==> config.mk <==
export PLATFORM = sky130hd
export DESIGN_NAME = peripheral_mpram_arbiter_wb
export DESIGN_NICKNAME = d
export VERILOG_FILES = /design/src/rtl/peripheral_mpram_arbiter_wb.sv
export SDC_FILE = /design/constraint.sdc
export NUM_CORES = 1
export LEC_CHECK = 0
export BUFFER_PORTS_ARGS = -buffer_cell sky130_fd_sc_hd__buf_4
export CAP_MARGIN = 15
export CORE_AREA = 10 10 98 83
export CTS_BUF_LIST = sky130_fd_sc_hd__clkbuf_16
export DETAILED_ROUTE_END_ITERATION = 10
export DIE_AREA = 0 0 108 93
export GPL_TIMING_DRIVEN = 0
export PLACE_DENSITY_LB_ADDON = 0.05
export SLEW_MARGIN = 10
export SYNTH_ARGS = -nofsm -noshare
export SYNTH_HDL_FRONTEND = slang
export SYNTH_SLANG_ARGS = --single-unit
==> constraint.sdc <==
create_clock -name wb_clk_i -period 1.45 [get_ports wb_clk_i]
set_input_delay 0 -clock wb_clk_i [delete_from_list [all_inputs] [get_ports wb_clk_i]]
set_output_delay 0 -clock wb_clk_i [all_outputs]
set_load 0.02 [all_outputs]
==> src/rtl/peripheral_mpram_arbiter_wb.sv <==
// Round-robin Wishbone arbiter: NUM_PORTS masters share one RAM slave port.
// A master keeps the grant for as long as its CYC stays high, so bursts are
// never split. A watchdog aborts a granted master that stalls too long.
module peripheral_mpram_arbiter_wb #(
  parameter int NUM_PORTS = 2,
  parameter int AW        = 10,
  parameter int DW        = 32,
  parameter int TIMEOUT   = 255
) (
  input  logic                     wb_clk_i,
  input  logic                     wb_rst_i,
  input  logic [NUM_PORTS*AW-1:0]  m_adr_i,
  input  logic [NUM_PORTS*DW-1:0]  m_dat_i,
  input  logic [NUM_PORTS*DW/8-1:0] m_sel_i,
  input  logic [NUM_PORTS-1:0]     m_we_i,
  input  logic [NUM_PORTS-1:0]     m_cyc_i,
  input  logic [NUM_PORTS-1:0]     m_stb_i,
  input  logic [NUM_PORTS*3-1:0]   m_cti_i,
  input  logic [NUM_PORTS*2-1:0]   m_bte_i,
  output logic [DW-1:0]            m_dat_o,
  output logic [NUM_PORTS-1:0]     m_ack_o,
  output logic [NUM_PORTS-1:0]     m_err_o,
  output logic [AW-1:0]            s_adr_o,
  output logic [DW-1:0]            s_dat_o,
  output logic [DW/8-1:0]          s_sel_o,
  output logic                     s_we_o,
  output logic                     s_cyc_o,
  output logic                     s_stb_o,
  output logic [2:0]               s_cti_o,
  output logic [1:0]               s_bte_o,
  input  logic [DW-1:0]            s_dat_i,
  input  logic                     s_ack_i,
  input  logic                     s_err_i,
  output logic [NUM_PORTS-1:0]     grant_o
);

  localparam int SW = DW / 8;
  localparam int PW = (NUM_PORTS > 1) ? $clog2(NUM_PORTS) : 1;
  localparam int CW = (TIMEOUT > 0) ? $clog2(TIMEOUT + 1) : 1;

  typedef enum logic {IDLE, BUSY} state_t;

  state_t               state;
  logic [NUM_PORTS-1:0] grant;
  logic [PW-1:0]        gidx;
  logic [PW-1:0]        ptr;
  logic [CW-1:0]        wd_cnt;
  logic                 wd_fire;
  logic                 rel;
  logic [PW-1:0]        base;
  logic                 found;
  logic [PW-1:0]        pick;

  function automatic logic [PW-1:0] next_ptr(input logic [PW-1:0] idx);
    if (int'(idx) == NUM_PORTS - 1) return '0;
    return idx + PW'(1);
  endfunction

  // Watchdog fires purely from registered state, so it never depends on s_ack_i.
  assign wd_fire = (TIMEOUT != 0) && (state == BUSY) && (wd_cnt == CW'(TIMEOUT));

  // Release decision and round-robin search from the (possibly advanced) pointer.
  always_comb begin
    rel   = (state == BUSY) && (!m_cyc_i[gidx] || wd_fire);
    base  = rel ? next_ptr(gidx) : ptr;
    found = 1'b0;
    pick  = '0;
    for (int i = 0; i < NUM_PORTS; i++) begin
      if (!found && m_cyc_i[(int'(base) + i) % NUM_PORTS]) begin
        found = 1'b1;
        pick  = PW'((int'(base) + i) % NUM_PORTS);
      end
    end
  end

  // Grant FSM, round-robin pointer and watchdog counter.
  always_ff @(posedge wb_clk_i) begin
    if (wb_rst_i) begin
      state  <= IDLE;
      grant  <= '0;
      gidx   <= '0;
      ptr    <= '0;
      wd_cnt <= '0;
    end else begin
      case (state)
        IDLE: begin
          wd_cnt <= '0;
          if (found) begin
            state <= BUSY;
            grant <= NUM_PORTS'(1) << pick;
            gidx  <= pick;
          end
        end
        BUSY: begin
          if (rel) begin
            ptr    <= base;
            wd_cnt <= '0;
            if (found) begin
              grant <= NUM_PORTS'(1) << pick;
              gidx  <= pick;
            end else begin
              state <= IDLE;
              grant <= '0;
            end
          end else if (s_ack_i || s_err_i) begin
            wd_cnt <= '0;
          end else if (s_stb_o && (TIMEOUT != 0) && (wd_cnt != CW'(TIMEOUT))) begin
            wd_cnt <= wd_cnt + CW'(1);
          end
        end
        default: begin
          state <= IDLE;
          grant <= '0;
        end
      endcase
    end
  end

  // Forward the granted master to the slave; everything zero while idle.
  always_comb begin
    s_adr_o = '0;
    s_dat_o = '0;
    s_sel_o = '0;
    s_we_o  = 1'b0;
    s_cyc_o = 1'b0;
    s_stb_o = 1'b0;
    s_cti_o = '0;
    s_bte_o = '0;
    if (state == BUSY) begin
      s_adr_o = m_adr_i[int'(gidx)*AW +: AW];
      s_dat_o = m_dat_i[int'(gidx)*DW +: DW];
      s_sel_o = m_sel_i[int'(gidx)*SW +: SW];
      s_we_o  = m_we_i[gidx];
      s_cyc_o = m_cyc_i[gidx] & ~wd_fire;
      s_stb_o = m_stb_i[gidx] & ~wd_fire;
      s_cti_o = m_cti_i[int'(gidx)*3 +: 3];
      s_bte_o = m_bte_i[int'(gidx)*2 +: 2];
    end
  end

  assign m_dat_o = s_dat_i;
  assign m_ack_o = grant & {NUM_PORTS{s_ack_i}};
  assign m_err_o = grant & {NUM_PORTS{s_err_i | wd_fire}};
  assign grant_o = grant;

endmodule

==> reports/results.ini <==
[critical_path]
start_kind = register
r2r_slack_ps = -90
cp-startpoint = gidx
path_class = reg -> reg
r2r-end = wd_cnt[5]
path_common_cell = buf_6
end_kind = register
ff2ff_path_depth = 6
crit_required_ps = 1620
path_cells = buf_6 > mux2_4 > o211a_4 > buf_6 > a211oi_2 > mux2i_1
slowest_delay_ps = 350
crit_path_end = wd_cnt[5]
cp_max_fo = 5
critPathArrivalTime_ps = 1710
r2r_start = gidx
slowest_stage = dfxtp_2

[timing]
tightest_slew_ps = 349
fmax_mhz = 651
report.final.slew_viol_count = 0
hold_slack_ps = 33.8
period_needed_ps = 1540
max-slew-margin-rel_pct = 76.6
setup_violations = 15
rsz0062_at_grt = yes
hold_violations = 0
fin_skew_ps = 1.75
setup_slack_ps = -86.8
fin_crit_sh_pct = 106
fin_setup_tns_ps = -664

[layout]
area_delta_synth_final_pct = 108
diodes = 0
fill_cells = 554
nNetsFinal = 593
seq_area_um2 = 272
drive_gt1_share_pct = 62.4
multi_input_area_mm2 = 0.00126
stdcell_count = 531
utilization_pct = 58.7
design_area_mm2 = 0.00364

[routing]
avgRoutedWirePerCell_um = 18.4
ant_nets = 0
drt_iter0_drc = 73
drc_errors = 0
detail_route.first_pass.iterations = 4
vias_per_cell = 4.58
num_vias = 2432
drt_wl_total_um = 9790

[die]
start_util_pct = 28.3
die_w_um = 108
fp.dieArea_mm2 = 0.0100
core_area_mm2 = 0.00621
die_height_um = 93
io_pins = 236
rows = 26

[global_route]
grt_pass1_wl_um = 13500
grt_usage_pct = 16.6
grt_pass1_vias = 2461
overflow = 0
grt_max_degree = 11
antenna_found_initial = 0

[yosys]
syn_inst = 233
avgSynthCellArea_um2 = 7.53
syn_nets = 378
ys_seq_area_share_pct = 14.8
synth_edf_count = 0
yosysWarnings = 0
synthArstFlopShare_pct = 0
netlist_area_mm2 = 0.00176
synth_ff_type = dfxtp_1
synth_cell_types = 41
synth-seq-cells = 13

[cts]
ctsRootBufferMaster = clkbuf_16
clkTransAtPathRegs_ps = 40
clock_sinks = 13
tritoncts = done
clockBufferDepth = 2
numCtsBuffers = 3
cts_max_level = 1
clock_latency_ps = 240

[place]
port_buffers = 203
dp.final_hpwl_um = 8360
place_congestion = 0.812
placed_area_mm2 = 0.00341
place_ws_ps = -145
post-place-cells = 520

[power_and_ir_drop]
p_int_mw = 1.34
p_clk_share_pct = 25.2
peakVddDrop_v = 0.000341
p_seq_share_pct = 18.7
p_comb_share_pct = 56.1
swShare_pct = 34.5
p_switching_mw = 0.705
power.total_mw = 2.04
leakage_nw = 1.83
pwr_density_cell_mw_per_mm2 = 560

[run]
drv_cap = 0

[run_status]
outcome = finished, violations left
violations = setup timing

[min_path]
hold_start = m_cyc_i[1]
hold_path.class = in -> reg

-- repair_timing --
item,CTS,global route
endpoints found under the hold margin,4,0
resized for setup,10,24
pin swaps,1,6
setup endpoints to repair,65,64
setup buffers,1,4
cloned,1,1
hold buffers,1,0
-- cells by family (layout without fill, tap and decap cells) --
logic type,count (synthesis),after routing,synth area share (%)
adder cells (fa/ha/maj),1,1,0.713
AND/OR/NAND/NOR,82,82,20.2
multiplexers,58,58,33.4
buffers and inverters,50,264,18.5
XOR/XNOR,1,1,0.499
flip-flops,13,13,14.8
AO/OA/AOI/OAI,28,28,11.8
-- worst max-delay path: cells and delay by family, from the launching register on --
family / cells / cell delay, ps
buffers and inverters: 2 / 250
multiplexers: 2 / 510
AO/OA/AOI/OAI: 2 / 350
flip-flops: 1 / 350
-- sequential cells by signal, summed over array words and instances (netlist names) --
signal and cells:
ptr 1, gidx 1, grant_o 2, state 1, wd_cnt 8
-- cell usage after synthesis, types with 2 or more instances --
library cell  instances  area [µm²]
o21ai_0               4        20.0
nand2b_1              3        18.8
and2_1                2        12.5
o21a_1                2        15.0
a21oi_1               7        35.0
mux2i_1              56         561
o31ai_1               2        15.0
clkbuf_1              6        22.5
inv_1                 4        15.0
nand2_1               7        26.3
nand3_1               3        15.0
nor2_1               59         221
nor3_1                2        10.0
buf_2                 5        25.0
dfxtp_1              13         260
buf_4                33         248
-- worst min path at each step --
| stage | cells after the start | end |
|---|---|---|
| floorplan | 1 | gidx |
| global placement | 2 | m_dat_o[8] |
| detailed placement | 2 | m_dat_o[19] |
| CTS | 3 | state |
| global route | 3 | state |
| finish | 3 | state |
-- metal layers --
layer  part of all wire (%)  wire length (µm)  GRT usage (%)
met4                   0.99                97           3.00
met1                     37              3650           17.4
met3                     11              1080           6.93
met5                      0                 0              0
met2                     51              4960           30.5
-- power by group through the flow --
stage | Combinational, mW | Sequential [mW] | Clock [mW]
finish | 1.14 | 0.382 | 0.515
global route | 1.22 | 0.384 | 0.538
CTS | 1.14 | 0.383 | 0.525
detailed placement | 1.12 | 0.384 | 0
global placement | 1.11 | 0.384 | 0
floorplan | 0.569 | 0.388 | 0
-- cells in the final DEF (no fill, tap or decap), types with 4 or more instances in the layout --
cell | netlist | final
buf_4 | 33 | 238
nand2_1 | 7 | 6
clkbuf_2 | 0 | 5
buf_2 | 5 | 5
dfxtp_2 | 0 | 6
inv_1 | 4 | 5
o21ai_0 | 4 | 4
nor2_1 | 59 | 58
mux2i_1 | 56 | 56
buf_6 | 1 | 6
dfxtp_1 | 13 | 6
a21oi_1 | 7 | 6
-- cell type report --
type | count | area share, %
sequential | 13 | 7.45
tap | 84 | 2.88
buffer | 44 | 8.75
clock buffer | 3 | 2.06
clock inverter | 1 | 0.103
multi-input combinational | 170 | 34.5
inverter | 5 | 0.515
timing repair buffer | 211 | 43.8
(Power assumes the default switching activity.)
